<file path="src/rtl/aes_mixcolumns_iter_pkg.sv">
// Shared constants, FSM encoding and GF(2^8) helpers for the iterative MixColumns engine.
package aes_mixcolumns_iter_pkg;

  localparam int AES_NB      = 4;
  localparam int AES_STATE_W = 128;
  localparam int AES_COL_W   = 32;
  localparam logic [7:0] GF_POLY = 8'h1B;

  typedef enum logic [1:0] {
    ST_IDLE = 2'd0,
    ST_RUN  = 2'd1,
    ST_DONE = 2'd2
  } state_e;

  function automatic logic [7:0] xtime(input logic [7:0] b);
    return {b[6:0], 1'b0} ^ (b[7] ? GF_POLY : 8'h00);
  endfunction

  // Multiply by a 4-bit constant using shift-and-add over the xtime chain.
  function automatic logic [7:0] gf_mul(input logic [7:0] a, input logic [3:0] k);
    logic [7:0] x1;
    logic [7:0] x2;
    logic [7:0] x3;
    x1 = xtime(a);
    x2 = xtime(x1);
    x3 = xtime(x2);
    return (k[0] ? a : 8'h00) ^ (k[1] ? x1 : 8'h00) ^
           (k[2] ? x2 : 8'h00) ^ (k[3] ? x3 : 8'h00);
  endfunction

  // Column 0 occupies the MSBs of the state.
  function automatic logic [AES_COL_W-1:0] get_col(input logic [AES_STATE_W-1:0] s,
                                                   input logic [1:0] idx);
    case (idx)
      2'd0:    return s[127:96];
      2'd1:    return s[95:64];
      2'd2:    return s[63:32];
      2'd3:    return s[31:0];
      default: return s[127:96];
    endcase
  endfunction

  function automatic logic [AES_STATE_W-1:0] set_col(input logic [AES_STATE_W-1:0] s,
                                                     input logic [1:0] idx,
                                                     input logic [AES_COL_W-1:0] c);
    logic [AES_STATE_W-1:0] r;
    r = s;
    case (idx)
      2'd0:    r[127:96] = c;
      2'd1:    r[95:64]  = c;
      2'd2:    r[63:32]  = c;
      2'd3:    r[31:0]   = c;
      default: r[127:96] = c;
    endcase
    return r;
  endfunction

endpackage

</file>
<file path="src/rtl/aes_mixcolumns_iter_if.sv">
// Handshake bus of the MixColumns engine: input side, output side and status.
interface aes_mixcolumns_iter_if;
  import aes_mixcolumns_iter_pkg::*;

  logic                   in_valid;
  logic                   in_ready;
  logic                   enc;
  logic                   bypass;
  logic [AES_STATE_W-1:0] state_in;
  logic                   out_valid;
  logic                   out_ready;
  logic [AES_STATE_W-1:0] state_out;
  logic                   busy;

  modport master (
    output in_valid, enc, bypass, state_in, out_ready,
    input  in_ready, out_valid, state_out, busy
  );

  modport slave (
    input  in_valid, enc, bypass, state_in, out_ready,
    output in_ready, out_valid, state_out, busy
  );
endinterface

</file>
<file path="src/rtl/aes_mixcolumns_iter_mixcol.sv">
// Combinational 32-bit AES column mixer: MixColumns when enc=1, InvMixColumns when enc=0.
module aes_mixcolumns
  import aes_mixcolumns_iter_pkg::*;
(
  input  logic                 enc,
  input  logic [AES_COL_W-1:0] vector_in,
  output logic [AES_COL_W-1:0] vector_out
);

  logic [3:0] coef [4];
  logic [7:0] a    [4];
  logic [7:0] acc  [4];

  // Row i uses the circulant coefficient row rotated by i.
  always_comb begin
    coef[0] = enc ? 4'h2 : 4'hE;
    coef[1] = enc ? 4'h3 : 4'hB;
    coef[2] = enc ? 4'h1 : 4'hD;
    coef[3] = enc ? 4'h1 : 4'h9;
    for (int j = 0; j < 4; j++) begin
      a[j] = vector_in[31-8*j -: 8];
    end
    for (int i = 0; i < 4; i++) begin
      acc[i] = 8'h00;
      for (int j = 0; j < 4; j++) begin
        acc[i] = acc[i] ^ gf_mul(a[j], coef[2'(j - i)]);
      end
    end
    vector_out = {acc[0], acc[1], acc[2], acc[3]};
  end

endmodule

</file>
<file path="src/rtl/aes_mixcolumns_iter.sv">
// Iterative MixColumns/InvMixColumns engine for the 128-bit AES state, COLS columns per cycle,
// with valid/ready handshake and a pass-through mode for the final round.
module aes_mixcolumns_iter
  import aes_mixcolumns_iter_pkg::*;
#(
  parameter int COLS    = 1,
  parameter bit OUT_REG = 1'b1
) (
  input  logic                  clk,
  input  logic                  rst_n,
  aes_mixcolumns_iter_if.slave  bus
);

  if (!(COLS == 1 || COLS == 2 || COLS == 4)) begin : g_bad_cols
    $error("aes_mixcolumns_iter: COLS must be 1, 2 or 4");
  end

  // STEP is 0 for COLS=4: the 2-bit counter wraps back to 0 after the single group.
  localparam logic [1:0] STEP = 2'(COLS);
  localparam logic [1:0] LAST = 2'(AES_NB - COLS);

  state_e                 state_q;
  logic [AES_STATE_W-1:0] work_q;
  logic [AES_STATE_W-1:0] work_d;
  logic [AES_STATE_W-1:0] state_out_q;
  logic [1:0]             col_cnt_q;
  logic                   enc_q;
  logic                   in_ready_q;
  logic                   out_valid_q;
  logic                   busy_q;

  logic [AES_COL_W-1:0]   mix_in  [COLS];
  logic [AES_COL_W-1:0]   mix_out [COLS];

  for (genvar g = 0; g < COLS; g++) begin : g_mix
    aes_mixcolumns u_mix (
      .enc        (enc_q),
      .vector_in  (mix_in[g]),
      .vector_out (mix_out[g])
    );
  end

  // Select the columns of the current group from the working state.
  always_comb begin
    for (int g = 0; g < COLS; g++) begin
      mix_in[g] = get_col(work_q, col_cnt_q + 2'(g));
    end
  end

  // Write the mixed columns back into their slots.
  always_comb begin
    work_d = work_q;
    for (int g = 0; g < COLS; g++) begin
      work_d = set_col(work_d, col_cnt_q + 2'(g), mix_out[g]);
    end
  end

  // Control FSM with registered handshake and status outputs.
  always_ff @(posedge clk or negedge rst_n) begin
    if (!rst_n) begin
      state_q     <= ST_IDLE;
      work_q      <= '0;
      state_out_q <= '0;
      col_cnt_q   <= 2'd0;
      enc_q       <= 1'b0;
      in_ready_q  <= 1'b1;
      out_valid_q <= 1'b0;
      busy_q      <= 1'b0;
    end else begin
      case (state_q)
        ST_IDLE: begin
          if (bus.in_valid && in_ready_q) begin
            work_q     <= bus.state_in;
            enc_q      <= bus.enc;
            col_cnt_q  <= 2'd0;
            in_ready_q <= 1'b0;
            busy_q     <= 1'b1;
            state_q    <= bus.bypass ? ST_DONE : ST_RUN;
          end
        end
        ST_RUN: begin
          work_q    <= work_d;
          col_cnt_q <= col_cnt_q + STEP;
          if (col_cnt_q == LAST) begin
            state_q <= ST_DONE;
          end
        end
        ST_DONE: begin
          // First DONE cycle captures the result; afterwards hold until taken.
          if (!out_valid_q) begin
            out_valid_q <= 1'b1;
            state_out_q <= work_q;
          end else if (bus.out_ready) begin
            out_valid_q <= 1'b0;
            in_ready_q  <= 1'b1;
            busy_q      <= 1'b0;
            state_q     <= ST_IDLE;
          end
        end
        default: begin
          state_q     <= ST_IDLE;
          in_ready_q  <= 1'b1;
          out_valid_q <= 1'b0;
          busy_q      <= 1'b0;
        end
      endcase
    end
  end

  assign bus.in_ready  = in_ready_q;
  assign bus.out_valid = out_valid_q;
  assign bus.busy      = busy_q;
  assign bus.state_out = OUT_REG ? state_out_q : work_q;

endmodule
</file>
<file path="src/flat_wrapper.sv">
// flat-port wrapper written by rule: the top's interface ports become plain ports
module aes_mixcolumns_iter_flat import aes_mixcolumns_iter_pkg::*;
#(
  parameter int COLS    = 1,
  parameter bit OUT_REG = 1'b1
)
  (clk, rst_n, bus_in_valid, bus_enc, bus_bypass, bus_state_in, bus_out_ready, bus_in_ready, bus_out_valid, bus_state_out, bus_busy);
  aes_mixcolumns_iter_if bus_i ();
  input  logic clk;
  input  logic rst_n;
  input wire logic [$bits(bus_i.in_valid)-1:0] bus_in_valid;
  input wire logic [$bits(bus_i.enc)-1:0] bus_enc;
  input wire logic [$bits(bus_i.bypass)-1:0] bus_bypass;
  input wire logic [$bits(bus_i.state_in)-1:0] bus_state_in;
  input wire logic [$bits(bus_i.out_ready)-1:0] bus_out_ready;
  output wire logic [$bits(bus_i.in_ready)-1:0] bus_in_ready;
  output wire logic [$bits(bus_i.out_valid)-1:0] bus_out_valid;
  output wire logic [$bits(bus_i.state_out)-1:0] bus_state_out;
  output wire logic [$bits(bus_i.busy)-1:0] bus_busy;
  assign bus_i.in_valid = bus_in_valid;
  assign bus_i.enc = bus_enc;
  assign bus_i.bypass = bus_bypass;
  assign bus_i.state_in = bus_state_in;
  assign bus_i.out_ready = bus_out_ready;
  assign bus_in_ready = bus_i.in_ready;
  assign bus_out_valid = bus_i.out_valid;
  assign bus_state_out = bus_i.state_out;
  assign bus_busy = bus_i.busy;
  aes_mixcolumns_iter #(.COLS(COLS), .OUT_REG(OUT_REG)) u_core (.clk(clk), .rst_n(rst_n), .bus(bus_i));
endmodule
</file>
<file path="config.mk">
export PLATFORM = sky130hd
export DESIGN_NAME = aes_mixcolumns_iter_flat
export DESIGN_NICKNAME = d
export VERILOG_FILES = /design/src/rtl/aes_mixcolumns_iter_pkg.sv /design/src/rtl/aes_mixcolumns_iter_if.sv /design/src/rtl/aes_mixcolumns_iter_mixcol.sv /design/src/rtl/aes_mixcolumns_iter.sv /design/src/flat_wrapper.sv
export SDC_FILE = /design/constraint.sdc
export NUM_CORES = 1
export LEC_CHECK = 0
export CORE_MARGIN = 2
export CORE_UTILIZATION = 48
export CTS_CLUSTER_DIAMETER = 30
export CTS_CLUSTER_SIZE = 30
export DETAILED_ROUTE_END_ITERATION = 8
export GPL_ROUTABILITY_DRIVEN = 0
export PLACE_DENSITY_LB_ADDON = 0.25
export SLEW_MARGIN = 20
export SYNTH_ARGS = -nofsm -noshare
export SYNTH_HDL_FRONTEND = slang
export SYNTH_SLANG_ARGS = --single-unit
export TNS_END_PERCENT = 50
</file>
<file path="constraint.sdc">
create_clock -name clk -period 3 [get_ports clk]
set_clock_uncertainty 0.05 [all_clocks]
set_input_delay 0.45 -clock clk [delete_from_list [all_inputs] [get_ports clk]]
set_output_delay 0.45 -clock clk [all_outputs]
set_load 0.02 [all_outputs]
</file>
Yosys cells after proc, flatten, opt, wreduce, memory -nomap -nowiden
Cells that the tools add are included.

storage, ports and cells
  flip-flop bits (word level) = 264
  bits of input ports = 134
  word-level logic and storage cells = 152

cells by class
  $add $sub $neg = 1
  equal/unequal tests = 12
  muxes and demuxes = 72
  bitwise gates (word level) = 42
  reduce and logical (&&, ||, !) cells = 14

operators by type and width
  operator             count
  $mux 8               32
  $pmux 128 s2         1
  $xor 8x8->8          31
  $mux 128             1
  $mux 32              4
  $pmux 32 s4          1
  $xor 8x5->8          9
  $mux 5               12
  $mux 2               6
  $reduce_and 3->1     4
  $ne 2x2->1 const B   5
  $mux 1               8
  $mux 4               2
  $reduce_and 4->1     2
  $eq 2x2->1 const B   3
  $pmux 1 s3           2
  $pmux 2 s3           1
  $reduce_and 2->1     3
  $eq 2x1->1 const B   2
  $logic_not 2->1      2
  $ne 2x1->1 const B   2
  $pmux 2 s2           1
  $add 2x1->2 const B  1
  $not 1->1            2
  4 further kinds      4

Depth between registers and ports, before layout
  word-level depth = 13
  depth in mapped cells = 13

By module
Synthesis repeated with hierarchy kept, for this count alone.

second synthesis, totals
  cells, all modules = 1208
  area total of the unflattened synthesis = 14088.5 um^2

by module, submodules not included
  module               times used  cells an instance  area each (um^2)
  aes_mixcolumns_iter  1           980                12076.6
  aes_mixcolumns       1           228                2011.9

Worst setup path after synthesis
No wires, ideal clock.

  kind = register to register
  start point = register u_core.col_cnt_q[0]
  end point = register u_core.work_q[52]
  library setup time = 0.141 ns
  arrival = 2.819 ns
  data required time = 2.809 ns
  path slack = -0.011 ns
  stages on the path, launching flop included = 13
  path buffers = 3
  clock period less this slack = 3.011 ns
  cell sequence = dfrtp_1 ha_1 buf_6 buf_6 a222oi_1 clkbuf_1 xor2_1 o21ai_0 xor2_1 xnor2_1 or3_1 nand3_1 a31oi_1

on the way
  cells in the longest elaborated chain, start to end = 11
  elaborated cells between the ends (all ways) = 36
  classes of those cells = 4 x eq/ne; 17 x mux; 13 x bitwise; 2 x reduce/logical

RTL lines
  what                                          line                                                          source
  from (decl)                                   aes_mixcolumns_iter.sv:26                                     logic [1:0] col_cnt_q;
  from (signal assigned)                        aes_mixcolumns_iter.sv:83                                     col_cnt_q <= col_cnt_q + STEP;
  $eq 2x2->1, or another cell as far along      -
  $pmux 32 s4                                   aes_mixcolumns_iter_pkg.sv:34                                 case (idx)
  $mux 5, or another cell as far along          -
  $xor 8x5->8, or another cell as far along     -
  $mux 8, or another cell as far along          aes_mixcolumns_iter_pkg.sv:27                                 return (k[0] ? a : 8'h00) ^ (k[1] ? x1 : 8'h00) ^
  $xor 8x8->8, or another cell as far along     aes_mixcolumns_iter_pkg.sv:27
  $xor 8x8->8 / $mux 8 (equally long branches)  aes_mixcolumns_iter_pkg.sv:27, aes_mixcolumns_iter_pkg.sv:28
  $xor 8x8->8                                   aes_mixcolumns_iter_pkg.sv:28                                 (k[2] ? x2 : 8'h00) ^ (k[3] ? x3 : 8'h00);
  $xor 8x8->8                                   aes_mixcolumns_iter_mixcol.sv:26                              acc[i] = acc[i] ^ gf_mul(a[j], coef[2'(j - i)]);
  $mux 32                                       aes_mixcolumns_iter_pkg.sv:48                                 case (idx)
  $pmux 128 s2                                  aes_mixcolumns_iter.sv:70                                     case (state_q)
  to (signal assigned)                          aes_mixcolumns_iter.sv:73                                     work_q <= bus.state_in;
  to (signal assigned)                          aes_mixcolumns_iter.sv:82                                     work_q <= work_d;
  to (decl)                                     aes_mixcolumns_iter.sv:23                                     logic [AES_STATE_W-1:0] work_q;

Several ways; a longest one is shown, not always the timed one. The select of a mux whose other input is x is not followed.
A chain may end at the register's enable or synchronous reset.

Final worst setup path
  start point = register u_core.col_cnt_q[0]
  end point = register u_core.work_q[100]

on the way
  cells in the longest elaborated chain, start to end = 11
  elaborated cells between the ends (all ways) = 36
  classes of those cells = 4 x eq/ne; 17 x mux; 13 x bitwise; 2 x reduce/logical

RTL lines
  what                                          line                                                          source
  $eq 2x2->1, or another cell as far along      -
  $pmux 32 s4                                   aes_mixcolumns_iter_pkg.sv:34
  $mux 5 / $xor 8x5->8 (equally long branches)  aes_mixcolumns_iter_pkg.sv:16                                 return {b[6:0], 1'b0} ^ (b[7] ? GF_POLY : 8'h00);
  $xor 8x5->8, or another cell as far along     aes_mixcolumns_iter_pkg.sv:16
  $mux 8, or another cell as far along          aes_mixcolumns_iter_pkg.sv:27
  $xor 8x8->8, or another cell as far along     aes_mixcolumns_iter_pkg.sv:27
  $xor 8x8->8 / $mux 8 (equally long branches)  aes_mixcolumns_iter_pkg.sv:27, aes_mixcolumns_iter_pkg.sv:28
  $xor 8x8->8                                   aes_mixcolumns_iter_pkg.sv:28
  $xor 8x8->8                                   aes_mixcolumns_iter_mixcol.sv:26
  $mux 32                                       aes_mixcolumns_iter_pkg.sv:48
  $pmux 128 s2                                  aes_mixcolumns_iter.sv:70

Several ways; a longest one is shown, not always the timed one. The select of a mux whose other input is x is not followed.

==> out/qor.txt <==
sequential share of the synthesized area: 0.459
TritonRoute pass-1 iters: 6
Setup crit end kind: flop
global route total overflow: 0
Critical Path Start Type: flop
FFs w/ async S/R, synth: 1.00
most frequent cells in the layout: 263 x clkdlybuf4s50_1, 261 x dfrtp_1, 166 x buf_4
met3 Use GR: 0.0702
Total Wirelength: 53.5 mm
Layout area overhead: 49.3%
vias per inst: 5.99
failing checks: negative setup slack
GR Util All Layers: 0.330
synthesized cell area: 14,400 µm²
critical path buffer and inverter count: 5
H-Tree Depth: 2
Synth area leader: dfrtp_1
Yosys top cell area share: 0.457
met2 usage: 0.508
Fillers: 2,007
Die Span Y: 177 µm
largest net degree at the start of global routing: 82
R2R depth: 14
Post-synth EDFFs: 0
number of remaining DRC errors: 0
Starting Density: 0.486
GRT Max-Usage Layer: met2
worst slew pin tran: 0.998 ns
Root Driver: clkbuf_16
Detail Route Antenna Nets: 0
depth of the worst hold-timing path: 3
Non-Filler Instances: 2,271
cells along the critical path: ha_4 > buf_6 > buf_4 > a222oi_1 > buf_4 > xnor2_4 > mux2i_2 > buf_4 > buf_6 > xnor3_1 > xor2_1 > xnor2_1 > nand2_2 > a31oi_1
Area after DPL: 18,400 µm²
Antenna diodes: 0
Slew HR: 0.335
core box area: 29,600 µm²
Yosys cell types: 52
Worst Hold End: u_core.work_q[66]
initial DRC count: 1,711
synth warn: 0
min Tclk post-route: 3.31 ns
crit share post-route: 1.10
cell mode on critical path: buf_4
M1 GR Usage: 0.442
post-route setup slack: -0.310 ns
buffers added on ports: 264
FP Rows: 63
routed length per instance: 23.6 µm
crit path max fanout: 6
CTS sink count: 264
RSZ-0062 raised after global routing: yes
max cap viols: 0
worst path required time: 3.42 ns
CP max stage cell: dfrtp_2
status: finished, violations left
commonest non-fill, non-tap cell in the layout: clkdlybuf4s50_1
RR Endpoint: u_core.work_q[100]
CP max stage delay: 0.47 ns
antenna violations before repair: 0
post-synthesis register bit count: 264
clk_lat worst skew: 0.56 ns
final hold vios: 0
via count: 13,600
die area: 31,400 µm²
Main synth FF type: dfrtp_1
CTS Buffer Depth: 3
Final nets: 1,976
r2r setup slk: -0.31 ns
CP arrival: 3.73 ns
CTS Buf Count: 52
first-pass GRT wire length: 78.9 mm
Max Clock Freq: 302 MHz
Cells after DPL: 2,135
die span in x: 177 µm
worst r2r src: u_core.col_cnt_q[0]
I/O pin cnt: 265
fin. max-slew vios: 0
hold path startpoint: bus_state_in[66]
CTS tree: done
vias in the first global route: 13,600
Design Area, Final: 21,500 µm²
Syn Inst Count: 1,447
syn_area_per_cell: 9.96 µm²
clk slew on worst S/H paths: 0.05 ns
layout cell share with drive strength beyond 1: 0.294
Crit path max-delay family: buffers and inverters
DP HPWL: 36.9 mm
synth top area cells: dfrtp_1 46%, mux2_2 10%, xnor2_1 8.4%
net count after synthesis: 1,585
critical path type: flop to flop
worst hold path type: primary input to flop
endpoints failing setup: 104
-- tightest hold or removal path: cells and delay by family --
kind / cells / cell delay, ns
compound gates: 1 / 0.07
buf+inv: 1 / 0.40
simple gates: 1 / 0.05
-- sequential cells by signal (all words and copies together), names as in the netlist --
name                  flops
u_core.bus.state_out    128
u_core.bus.out_valid      1
u_core.bus.busy           1
u_core.bus.in_ready       1
u_core.state_q            2
u_core.enc_q              1
u_core.col_cnt_q          2
u_core.work_q           128
-- cell type report --
type | count | area (µm²) | share of cell area
clock buffer | 62 | 1430 | 0.0665
clock inverter | 35 | 513 | 0.0238
inverter | 11 | 41.3 | 0.00192
multi-input combinational | 1049 | 8060 | 0.375
sequential | 264 | 6610 | 0.307
tap | 390 | 488 | 0.0227
timing repair buffer | 460 | 4370 | 0.203
-- stage by stage --
stage / utilization / TNS (ns) / hold WS (ns) / setup slack [ns]
after CTS: 0.709 / -4.53 / 0.385 / -0.169
after floorplan: - / 0 / 0.104 / 0.0310
after global routing: 0.726 / -25.17 / 0.416 / -0.393
after global placement: 0.622 / -8.99 / 0.434 / -0.335
final: 0.726 / -13.32 / 0.399 / -0.310
after detailed placement: 0.622 / -15.91 / 0.440 / -0.432
-- per-layer routing --
| layer | vias up | wire length, µm |
|---|---|---|
| li1 | 5827 | - |
| met1 | 6661 | 20900 |
| met2 | 918 | 24100 |
| met3 | 198 | 5740 |
| met4 | 0 | 2780 |
| met5 | - | 0 |
-- what timing repair did --
| item | CTS | global route |
|---|---|---|
| setup endpoints to repair | 116 | 128 |
| resized for setup | 103 | 76 |
| pin swaps | 63 | 59 |
| hold buffers | 1 | 0 |
| hold endpoints to repair | 74 | 0 |
| setup buffers | 21 | 20 |
-- synth_stat cells, types with 3 or more instances --
cell type	n
buf_2	6
clkbuf_1	100
mux2_2	129
o21ai_1	9
o211ai_1	10
a211o_1	5
nand3_1	7
or3_1	5
nand2_1	145
xnor3_1	7
a21oi_1	121
dfrtp_1	263
o21ai_0	65
mux2i_1	23
ha_1	4
nor3_1	9
a31oi_1	23
inv_1	10
a222oi_1	32
buf_1	12
a21o_1	8
o31ai_1	40
nor2_1	145
o21a_1	3
o22a_1	4
and3_1	18
xnor2_1	139
xor2_1	74
-- kinds of logic (layout without fill, tap and decap cells) --
| group | Yosys count | in the layout | share of synthesized area |
|---|---|---|---|
| adders and majority gates | 4 | 4 | 0.00347 |
| and+or+nand+nor | 341 | 341 | 0.0972 |
| DFF | 264 | 264 | 0.459 |
| AOI/OAI and AO/OA | 330 | 330 | 0.143 |
| xor gates and xnor gates | 221 | 221 | 0.142 |
| muxes | 153 | 153 | 0.118 |
| buffers and inverters | 134 | 568 | 0.0378 |
-- worst max path at each step --
| stage | start | to | slack, ns | cells after the start |
|---|---|---|---|---|
| 2_1_floorplan | u_core.col_cnt_q[0] | u_core.work_q[115] | 0.03 | 12 |
| 3_3_place_gp | u_core.col_cnt_q[1] | u_core.work_q[85] | -0.34 | 13 |
| 3_5_place_dp | u_core.col_cnt_q[1] | u_core.work_q[117] | -0.43 | 13 |
| 4_1_cts | u_core.col_cnt_q[1] | u_core.work_q[83] | -0.17 | 13 |
| 5_1_grt | u_core.col_cnt_q[0] | u_core.work_q[100] | -0.39 | 14 |
| 6_report | u_core.col_cnt_q[0] | u_core.work_q[100] | -0.31 | 14 |
Power is left out: the tool's default activity adds up to more than one toggle a clock period on the data nets, which glitch-free logic cannot reach.
